<file path="config.mk">
export PLATFORM = sky130hd
export DESIGN_NAME = mem_port_arbiter
export DESIGN_NICKNAME = d
export VERILOG_FILES = /design/src/rtl/mem_port_arbiter.sv
export SDC_FILE = /design/constraint.sdc
export NUM_CORES = 1
export LEC_CHECK = 0
export ABC_CLOCK_PERIOD_IN_PS = 1300
export BUFFER_PORTS_ARGS = -buffer_cell sky130_fd_sc_hd__buf_2
export CORE_ASPECT_RATIO = 2
export CORE_MARGIN = 10
export CORE_UTILIZATION = 29
export DETAILED_ROUTE_END_ITERATION = 8
export PLACE_DENSITY_LB_ADDON = 0.3
export SETUP_SLACK_MARGIN = 0.3
export SLEW_MARGIN = 10
export SYNTH_ARGS = -nofsm -noshare
export SYNTH_HDL_FRONTEND = slang
export SYNTH_SLANG_ARGS = --single-unit
</file>
<file path="constraint.sdc">
create_clock -name clock -period 1.3 [get_ports clock]
set_input_delay 0.13 -clock clock [delete_from_list [all_inputs] [get_ports clock]]
set_output_delay 0.13 -clock clock [all_outputs]
set_load 0.05 [all_outputs]
</file>
<file path="src/rtl/mem_port_arbiter.sv">
// ============================================================================
// Module   : mem_port_arbiter
// Purpose  : Shares one synchronous-read memory port between the CPU core and
//            the debug/loader port. Debug wins, but its bursts are capped so
//            the core always gets a slot after MAX_BURST debug accesses.
// Revision : 1.0 - initial release
// ============================================================================
`default_nettype none

module mem_port_arbiter #(
    parameter int ADDR_W    = 8,
    parameter int DATA_W    = 16,
    parameter int MAX_BURST = 4
) (
    input  logic              clock,
    input  logic              reset,

    input  logic              core_req,
    input  logic              core_we,
    input  logic [ADDR_W-1:0] core_addr,
    input  logic [DATA_W-1:0] core_wdata,
    output logic              core_stall,
    output logic              core_rvalid,
    output logic [DATA_W-1:0] core_rdata,

    input  logic              dbg_req,
    input  logic              dbg_we,
    input  logic [ADDR_W-1:0] dbg_addr,
    input  logic [DATA_W-1:0] dbg_wdata,
    output logic              dbg_ack,
    output logic              dbg_rvalid,
    output logic [DATA_W-1:0] dbg_rdata,

    output logic [ADDR_W-1:0] mem_addr,
    output logic              mem_we,
    output logic [DATA_W-1:0] mem_wdata,
    input  logic [DATA_W-1:0] mem_rdata,

    output logic              owner
);

    localparam int               CNT_W   = $clog2(MAX_BURST + 1);
    localparam logic [CNT_W-1:0] CNT_MAX = CNT_W'(MAX_BURST);
    localparam logic [CNT_W-1:0] CNT_ONE = CNT_W'(1);

    typedef enum logic {
        GNT_CORE = 1'b0,
        GNT_DBG  = 1'b1
    } gnt_t;

    gnt_t             gnt_q, gnt_d;
    logic [CNT_W-1:0] burst_cnt_q, burst_cnt_d;
    logic             rd_core_q, rd_core_d;
    logic             rd_dbg_q, rd_dbg_d;

    logic             core_acc;
    logic             dbg_acc;

    // Acceptance, port mux and handshake outputs; everything is held quiet while reset is high
    always_comb begin
        core_acc   = ~reset & (gnt_q == GNT_CORE) & core_req;
        dbg_acc    = ~reset & (gnt_q == GNT_DBG)  & dbg_req;
        core_stall = ~reset & core_req & ~core_acc;
        dbg_ack    = dbg_acc;

        if (gnt_q == GNT_DBG) begin
            mem_addr  = dbg_addr;
            mem_wdata = dbg_wdata;
            mem_we    = ~reset & dbg_req & dbg_we;
        end else begin
            mem_addr  = core_addr;
            mem_wdata = core_wdata;
            mem_we    = ~reset & core_req & core_we;
        end

        owner       = gnt_q;
        core_rvalid = rd_core_q;
        dbg_rvalid  = rd_dbg_q;
        core_rdata  = mem_rdata;
        dbg_rdata   = mem_rdata;
    end

    // Burst counter update and next-grant decision
    always_comb begin
        // A core access or an idle debug cycle ends the current burst
        if (core_acc || !dbg_req) begin
            burst_cnt_d = '0;
        end else if (dbg_acc && (burst_cnt_q < CNT_MAX)) begin
            burst_cnt_d = burst_cnt_q + CNT_ONE;
        end else begin
            burst_cnt_d = burst_cnt_q;
        end

        // The cap test uses the count including this cycle's access, so that
        // exactly MAX_BURST debug accesses happen before the core gets its slot
        if (dbg_req && (burst_cnt_d < CNT_MAX)) begin
            gnt_d = GNT_DBG;
        end else if (core_req) begin
            gnt_d = GNT_CORE;
        end else if (dbg_req) begin
            gnt_d = GNT_DBG;
        end else begin
            gnt_d = gnt_q;
        end

        rd_core_d = core_acc & ~core_we;
        rd_dbg_d  = dbg_acc  & ~dbg_we;
    end

    // State registers; reset drops any pending read return and hands the port to the core
    always_ff @(posedge clock or posedge reset) begin
        if (reset) begin
            gnt_q       <= GNT_CORE;
            burst_cnt_q <= '0;
            rd_core_q   <= 1'b0;
            rd_dbg_q    <= 1'b0;
        end else begin
            gnt_q       <= gnt_d;
            burst_cnt_q <= burst_cnt_d;
            rd_core_q   <= rd_core_d;
            rd_dbg_q    <= rd_dbg_d;
        end
    end

endmodule

`default_nettype wire
</file>
==> reports/summary.txt, run 1 <==
outcome = finished, violations left
failing checks = setup timing
Via density = 4.59
Crit-path slowest cell = dfrtp_2
internal power = 723 uW
layout cells sized above 1 = 0.884
initial antenna violation count = 0
total power = 1230 uW
WHS Path Cells = 2
P_sw = 504 uW
row count = 27
number of port buffers = 83
number of synthesized flops with an enable pin = 0
sw frac = 0.411
GRT Residual Overflow = 0
Worst Path Required = 1170 ps
power density over the cells = 858 nW/um2
DRT Wirelength = 3180 um
sequential area share after synthesis = 0.180
1st-iter DRT viols = 6
WP buf/inv = 2
RR Endpoint = burst_cnt_q[1]
CP Max Fanout = 12
die width = 57.9 um
Top FF cell, synth = dfrtp_1
CTS tree = yes
period utilization = 1.13
Leak = 0.000751 uW
Finished Layout Cells = 176
Worst Setup End Kind = primary output
Setup crit start kind = register
critical-path cell list = clkbuf_16 -> mux2_2 -> buf_6
clk_lat worst skew = 230 ps
Routed met2 length = 1700 um
gate count of the mapped netlist = 87
vias in the first global route = 904
clock buffer depth = 2
met3 WL = 445 um
Die Y = 95.8 um
largest area contributor in the netlist = mux2_2
Peak supply drop = 469 uV
DP Area = 1120 um2
# Max-Cap Violations = 0
final setup fails = 29
vias post-DR = 808
R2R setup slack = -70 ps
RR Startpoint = owner
layout overhead on the synthesized area = 71.5%
count leader, synth = buf_4
Gate power share = 0.589
Inserted Diodes = 0
Tot GR Track Use = 0.108
RSZ-0062 raised after global routing = true
cell area after synthesis = 833 um2
DRT met1 WL = 1010 um
Final Wtd Congestion = 0.800
critical path class = register to primary output
Max Used Layer = met4
worst-case reg-to-reg path depth = 5
Clock Skew = 5.75 ps
Synthesized Nets = 158
area share of the largest cell type after synthesis = 0.324
Seq pwr share = 0.164
Worst Hold Class = input port to register
Synth area leaders = mux2_2 32%, buf_4 30%, dfrtp_1 18%
Max Fclk = 679 MHz
final instance area = 1430 um2
Final WS setup = -172 ps
I/O pin cnt = 132
Placed Cells = 167
CORE AREA = 2770 um2
Commonest cells post-synth = 33 x buf_4, 24 x mux2_2, 6 x dfrtp_1
FF/Latch Area = 151 um2
slowest stage delay, CP = 420 ps
synthesized area per cell = 9.58 um2
nets = 219
H-tree lvl count = 1
root buffer cell = clkbuf_8
hpwl dp = 2570 um
final hold vios = 0
Avg WL per Cell = 18.1 um
min-delay src = core_we
post-placement setup slack = 20.6 ps
CP arrival = 1340 ps
Max-slew headroom = 0.824
Worst-path clk slew = 40 ps
final max-slew violation count = 0
Fill cells = 267
pin count of the biggest net entering global routing = 26
area of the multi-input gates = 500 um2
Starting Density = 0.301
Cell variety after synth = 23
Clock Power Share = 0.246
async set-reset flop share out of synthesis = 1.00
CTS Buf Count = 3
DRC violations left = 0
Crit path max-delay family = flip-flops
number of synthesized register bits = 6
Final ANT Viol Nets = 0
clk sinks = 6
minimum clock period = 1470 ps
drt first pass iters = 2
die footprint = 5550 um2
first-pass GRT wire length = 4760 um
synth warn = 0
Worst Hold End = core_rvalid
Worst-Margin Slew = 267 ps
[per-layer routing]
layer / vias up / GRT usage
li1: 386 / -
met1: 360 / 0.0961
met2: 58 / 0.199
met3: 4 / 0.0554
met4: 0 / 0.0374
met5: - / 0
[timing repair]
item | in CTS | in global routing
resized for setup | 63 | 2
hold endpoints to repair | 6 | 0
hold buffers | 1 | 0
pin swaps | 4 | 0
gates cloned | 0 | 1
buffers inserted | 2 | 1
setup endpoints to repair | 34 | 34
[cells by family after synthesis]
logic type | after synthesis | share of synthesized area
AO/OA/AOI/OAI | 4 | 0.0375
XOR/XNOR | 1 | 0.0105
adder cells (fa/ha/maj) | 1 | 0.0150
buffers and inverters | 37 | 0.318
flip-flops | 6 | 0.180
multiplexers | 25 | 0.336
AND/OR/NAND/NOR | 13 | 0.102
[flip-flops by register name (all words and copies together) (netlist names)]
| register | flops |
|---|---|
| owner | 1 |
| burst_cnt_q | 3 |
| core_rvalid | 1 |
| dbg_rvalid | 1 |
[power groups by stage]
| stage | sequential (uW) | clock [uW] | combinational [uW] |
|---|---|---|---|
| 6_report | 201 | 302 | 723 |
| 5_1_grt | 202 | 319 | 756 |
| 4_1_cts | 200 | 306 | 706 |
| 2_1_floorplan | 216 | 0 | 674 |
| 3_5_place_dp | 203 | 0 | 590 |
| 3_3_place_gp | 202 | 0 | 582 |
[stage by stage]
step            util  setup TNS (ps)  hold WS, ps
3_3_place_gp   0.403               0          173
4_1_cts        0.501           -3730         83.2
5_1_grt        0.516           -4720         93.1
2_1_floorplan      -            -745        -73.9
3_5_place_dp   0.403               0          181
6_report       0.516           -3850         92.1
[how the worst max path moves through the flow]
| stage | cells past startpoint | end | slack, ps | startpoint |
|---|---|---|---|---|
| final | 3 | mem_addr[5] | -170 | owner |
| after global routing | 3 | mem_addr[5] | -200 | owner |
| after CTS | 3 | mem_addr[2] | -190 | owner |
| after detailed placement | 4 | burst_cnt_q[1] | 20 | owner |
| after global placement | 3 | mem_wdata[12] | 50 | owner |
| after floorplan | 3 | mem_we | -70 | owner |
[layout by cell type, fill, tap and decap left out, drive strengths merged]
cell         count
buf             89
mux2            24
dfrtp            6
clkbuf           5
nor2             4
inv              2
a21oi            2
or3b             1
nand2            1
and4bb           1
mux2i            1
and3b            1
and3             1
and2b            1
nand3            1
nand3b           1
nor2b            1
o221ai           1
a22o             1
xnor2            1
ha               1
dlygate4sd3      1
[final cells by class]
cell class,count,area share
multi-input combinational,44,0.350
clock buffer,4,0.0315
timing repair buffer,91,0.482
inverter,2,0.00525
sequential,6,0.106
tap,29,0.0254
Power figures use the tool's default switching activity.
==> run 2, diff against run 1 <==
CORE_ASPECT_RATIO = 1.4   (was 2)
==> reports/summary.txt, run 2 (synthesized netlist as in run 1, its figures left out) <==
Critical path origin = owner
outcome = finished, violations left
P_sw = 493 uW (-2.1%)
Worst Path Required = 1170 ps (about the same)
root buffer cell = clkbuf_4
Hold Slack = 60.1 ps (-32.0 ps)
period utilization = 1.17 (+0.0391)
Clock Skew = 14.6 ps (+8.81 ps)
FF/Latch Area = 151 um2 (unchanged)
1st-iter DRT viols = 27 (+21)
most frequent cells in the layout = 55 x buf_2, 26 x buf_6, 16 x mux2_2, 8 x mux2_4, 8 x buf_4
Most Crowded Layer GR = met2
grt met1 use = 0.105 (+0.00883)
H-tree lvl count = 1 (unchanged)
clk sinks = 6 (unchanged)
Final WS setup = -223 ps (-50.8 ps)
Avg WL per Cell = 18.1 um (+0.16%)
CTS tree = yes
die width = 65.3 um (+13%)
first-pass GRT wire length = 4800 um (+0.71%)
Peak supply drop = 642 uV (+37%)
critical path class = register to primary output
max reg flops = 3 (unchanged)
Via density = 4.49 (-2.3%)
commonest non-fill, non-tap cell in the layout = buf_2
pin count of the biggest net entering global routing = 27 (+3.8%)
layout cells sized above 1 = 0.879 (-0.00516)
Worst-path clk slew = 60 ps (+20 ps)
Starting Density = 0.309 (+0.00809)
layout overhead on the synthesized area = 71.0%
post-placement setup slack = 26.4 ps (+5.81 ps)
Max-slew headroom = 0.825 (+0.00199)
final setup fails = 27 (-6.9%)
internal power = 629 uW (-13%)
sw frac = 0.439 (+0.0285)
number of port buffers = 83 (unchanged)
failing checks = setup timing
WP buf/inv = 2 (unchanged)
RR Endpoint = burst_cnt_q[1]
power density over the cells = 788 nW/um2 (-8.2%)
DRC violations left = 0 (unchanged)
Clock Power Share = 0.170 (-0.076)
Worst Hold Class = input port to register
Critical Path Sink = mem_wdata[14]
CTS Buf Count = 3 (unchanged)
Crit path max-delay family = flip-flops
hpwl dp = 2620 um (+1.9%)
CP Max Fanout = 13 (+1)
Die Y = 83.4 um (-13%)
drt first pass iters = 3 (+1)
minimum clock period = 1520 ps (+50.8 ps)
Top reg by flops = burst_cnt_q
Setup crit start kind = register
Tot GR Track Use = 0.108 (+0.000470)
area of the multi-input gates = 497 um2 (-0.75%)
Fill cells = 248 (-7.1%)
Max Fclk = 657 MHz (-3.3%)
Seq pwr share = 0.179 (+0.015)
final max-slew violation count = 0 (unchanged)
R2R setup slack = 20 ps (+90 ps)
row count = 22 (-19%)
CORE AREA = 2700 um2 (-2.6%)
Crit-path slowest cell = dfrtp_2
# Max-Cap Violations = 0 (unchanged)
met2 usage = 0.191 (-0.00797)
clock buffer depth = 2 (unchanged)
Gate power share = 0.651 (+0.062)
worst-case reg-to-reg path depth = 4 (-1)
CP arrival = 1390 ps (+50 ps)
Leak = 0.000752 uW (+0.17%)
Inserted Diodes = 0 (unchanged)
RSZ-0062 raised after global routing = true
RR Startpoint = owner
Worst-Margin Slew = 264 ps (-3.01 ps)
final hold vios = 0 (unchanged)
grt met3 use = 0.0699 (+0.0145)
total power = 1120 uW (-8.5%)
critical-path cell list = clkbuf_16 -> mux2_2 -> buf_6
Levels on crit path = 3 (unchanged)
WHS Path Cells = 2 (unchanged)
Worst Setup End Kind = primary output
Final ANT Viol Nets = 0 (unchanged)
slowest stage delay, CP = 430 ps (about the same)
vias in the first global route = 918 (+1.5%)
I/O pin cnt = 132 (unchanged)
initial antenna violation count = 0 (unchanged)
vias post-DR = 830 (+2.7%)
die footprint = 5450 um2 (-1.8%)
nets = 221 (+0.91%)
Final Wtd Congestion = 0.766 (-4.3%)
DRT Wirelength = 3350 um (+5.3%)
clk_lat worst skew = 250 ps (+20 ps)
GRT Residual Overflow = 0 (unchanged)
-- run 2: worst min-delay path by stage --
| stage | start | to | slack, ps |
|---|---|---|---|
| global route | core_we | core_rvalid | 60 |
| finish | core_we | core_rvalid | 60 |
| floorplan | reset | burst_cnt_q[0] | -70 |
| CTS | core_we | core_rvalid | 40 |
| global placement | reset | dbg_rvalid | 190 |
| detailed placement | reset | dbg_rvalid | 190 |
-- run 2: layout make-up --
| cell class | instances | area share |
|---|---|---|
| Sequential cell | 6 | 0.106 |
| Multi-Input combinational cell | 44 | 0.349 |
| Timing Repair Buffer | 93 | 0.490 |
| Clock buffer | 4 | 0.0184 |
| Inverter | 2 | 0.00527 |
| Tap cell | 36 | 0.0316 |
-- run 2: power by group through the flow --
stage	clock, uW	sequential (uW)	combinational (uW)
4_1_cts	196	199	711
3_3_place_gp	0	202	588
2_1_floorplan	0	216	674
6_report	191	201	730
3_5_place_dp	0	202	596
5_1_grt	212	202	763
-- run 2: through the flow --
stage,std cells,utilization,setup TNS (ps),area (um2)
floorplan,87,-,-745,901
global placement,175,0.420,0,1130
detailed placement,175,0.420,0,1130
CTS,183,0.512,-4670,1380
global route,185,0.528,-5950,1430
finish,185,0.528,-4820,1430
-- run 2: layer usage --
layer,vias up,part of all wire
li1,389,-
met1,376,0.36
met2,65,0.50
met3,0,0.14
met4,0,0
met5,-,0
-- run 2: repair_timing --
item	in CTS	in global routing
gates resized for setup	60	4
pin swaps	3	1
setup buffers	3	1
gates cloned	0	1
hold endpoints to repair	6	0
endpoints found under the setup margin	34	34
hold buffers	1	0
==> run 3, diff against run 2 <==
==> constraint.sdc (replaced) <==
create_clock -name clock -period 1.3 [get_ports clock]
set_input_delay 0.26 -clock clock [delete_from_list [all_inputs] [get_ports clock]]
set_output_delay 0.26 -clock clock [all_outputs]
set_load 0.05 [all_outputs]
==> reports/summary.txt, run 3 (synthesized netlist as in run 1, its figures left out) <==
Tot GR Track Use = 0.103 (-0.00548)
most frequent cells in the layout = 53 x buf_2, 21 x buf_6, 16 x mux2_2, 15 x buf_4, 8 x mux2_4
Inserted Diodes = 0 (unchanged)
Gate power share = 0.644 (-0.007)
post-placement setup slack = -91.4 ps (-118 ps)
slowest stage delay, CP = 440 ps (about the same)
Worst Setup End Kind = primary output
CTS Buf Count = 3 (unchanged)
Critical path origin = owner
RR Endpoint = burst_cnt_q[1]
layout overhead on the synthesized area = 64.1%
Final WS setup = -311 ps (-88.2 ps)
Starting Density = 0.309 (unchanged)
Worst Hold Class = input port to async pin
Clock Power Share = 0.171 (about the same)
commonest non-fill, non-tap cell in the layout = buf_2
failing checks = setup timing
clk sinks = 6 (unchanged)
Top reg by flops = burst_cnt_q
CP Max Fanout = 5 (-8)
1st-iter DRT viols = 4 (-85%)
DP Area = 1120 um2 (-1.4%)
Hold Slack = 71.6 ps (+11.5 ps)
critical path class = register to primary output
Crit-path slowest cell = dfrtp_2
I/O pin cnt = 132 (unchanged)
vias in the first global route = 989 (+7.7%)
internal power = 609 uW (-3.3%)
hpwl dp = 2520 um (-4.0%)
Worst-Margin Slew = 131 ps (-133 ps)
Avg WL per Cell = 16.8 um (-7.5%)
number of port buffers = 83 (unchanged)
DRC violations left = 0 (unchanged)
layout cells sized above 1 = 0.871 (-0.00845)
Seq pwr share = 0.185 (+0.006)
Leak = 0.000730 uW (-2.9%)
Final ANT Viol Nets = 0 (unchanged)
Die Y = 83.4 um (unchanged)
# Max-Cap Violations = 0 (unchanged)
Clock Skew = 8.42 ps (-6.14 ps)
die footprint = 5450 um2 (unchanged)
Worst Path Required = 1040 ps (-130 ps)
Max-slew headroom = 0.910 (+0.0850)
pin count of the biggest net entering global routing = 17 (-37%)
nets = 219 (-0.90%)
max reg flops = 3 (unchanged)
initial antenna violation count = 0 (unchanged)
Crit path max-delay family = buffers and inverters
Final Wtd Congestion = 0.715 (-6.6%)
clock buffer depth = 2 (unchanged)
vias post-DR = 839 (+1.1%)
drt first pass iters = 2 (-1)
GRT Residual Overflow = 0 (unchanged)
Fill cells = 257 (+3.6%)
Max Fclk = 621 MHz (-5.5%)
total power = 1090 uW (-3.2%)
first-pass GRT wire length = 4600 um (-4.0%)
worst-case reg-to-reg path depth = 6 (+2)
sw frac = 0.439 (about the same)
final max-slew violation count = 0 (unchanged)
outcome = finished, violations left
hold-fix buffers at CTS = 0 (-1)
critical-path cell list = buf_4 -> buf_6 -> buf_6 -> and3_4 -> buf_8
final setup fails = 31 (+15%)
RR Startpoint = owner
H-tree lvl count = 1 (unchanged)
P_sw = 477 uW (-3.2%)
WP buf/inv = 4 (+2)
row count = 22 (unchanged)
CP dominant cell by count = buf_6
RSZ-0062 raised after global routing = true
final hold vios = 0 (unchanged)
DRT Wirelength = 3070 um (-8.5%)
CORE AREA = 2700 um2 (unchanged)
clk_lat worst skew = 250 ps (about the same)
final instance area = 1370 um2 (-4.0%)
Peak supply drop = 487 uV (-24%)
root buffer cell = clkbuf_4
Worst-path clk slew = 50 ps (about the same)
die width = 65.3 um (unchanged)
R2R setup slack = -160 ps (-180 ps)
Setup crit start kind = register
minimum clock period = 1610 ps (+88.2 ps)
period utilization = 1.24 (+0.0678)
Via density = 4.58 (+2.2%)
power density over the cells = 794 nW/um2 (+0.82%)
CTS tree = yes
CP arrival = 1350 ps (-40 ps)
[run 3: through the flow]
| step | utilization | cells | TNS (ps) |
|---|---|---|---|
| floorplan | - | 87 | -4420 |
| CTS | 0.499 | 183 | -8550 |
| detailed placement | 0.414 | 177 | -1830 |
| global placement | 0.414 | 177 | -1250 |
| finish | 0.507 | 183 | -8340 |
| global route | 0.507 | 183 | -9700 |
[run 3: area by class of cell]
class                      instances  area (um2)  area share
tap                               36        45.0      0.0329
sequential                         6         151       0.111
multi-input combinational         44         488       0.357
inverter                           2        7.51     0.00549
clock buffer                       4        26.3      0.0192
timing repair buffer              91         649       0.475
[run 3: metal layers]
layer / global-route usage / vias to the layer above / share of wire
met3: 0.0833 / 17 / 0.20
li1: - / 384 / -
met1: 0.0845 / 364 / 0.30
met5: 0 / - / 0
met4: 0.0584 / 0 / 0.028
met2: 0.165 / 74 / 0.46
[run 3: worst max-delay path by stage]
stage | cells after the start | endpoint | slack [ps]
floorplan | 3 | mem_we | -190
global placement | 3 | mem_addr[4] | -60
detailed placement | 3 | mem_wdata[8] | -90
CTS | 5 | core_stall | -320
global route | 3 | mem_wdata[11] | -360
finish | 5 | core_stall | -310
[run 3: worst min-delay path: stages]
cell and delay (ps):
buf_2 150, inv_1 80, buf_4 150
[run 3: what timing repair did]
action / in CTS / in global routing
buffers inserted: 2 / 0
cloned: 0 / 0
pin swaps: 3 / 0
resized for setup: 59 / 6
hold endpoints to repair: 0 / 0
endpoints found under the setup margin: 36 / 36
[run 3: power groups by stage]
stage / logic [uW] / clock network [uW] / registers, uW
after floorplan: 657 / 0 / 216
after global placement: 576 / 0 / 203
after detailed placement: 582 / 0 / 204
after CTS: 689 / 194 / 201
after global routing: 735 / 209 / 201
final: 699 / 186 / 201
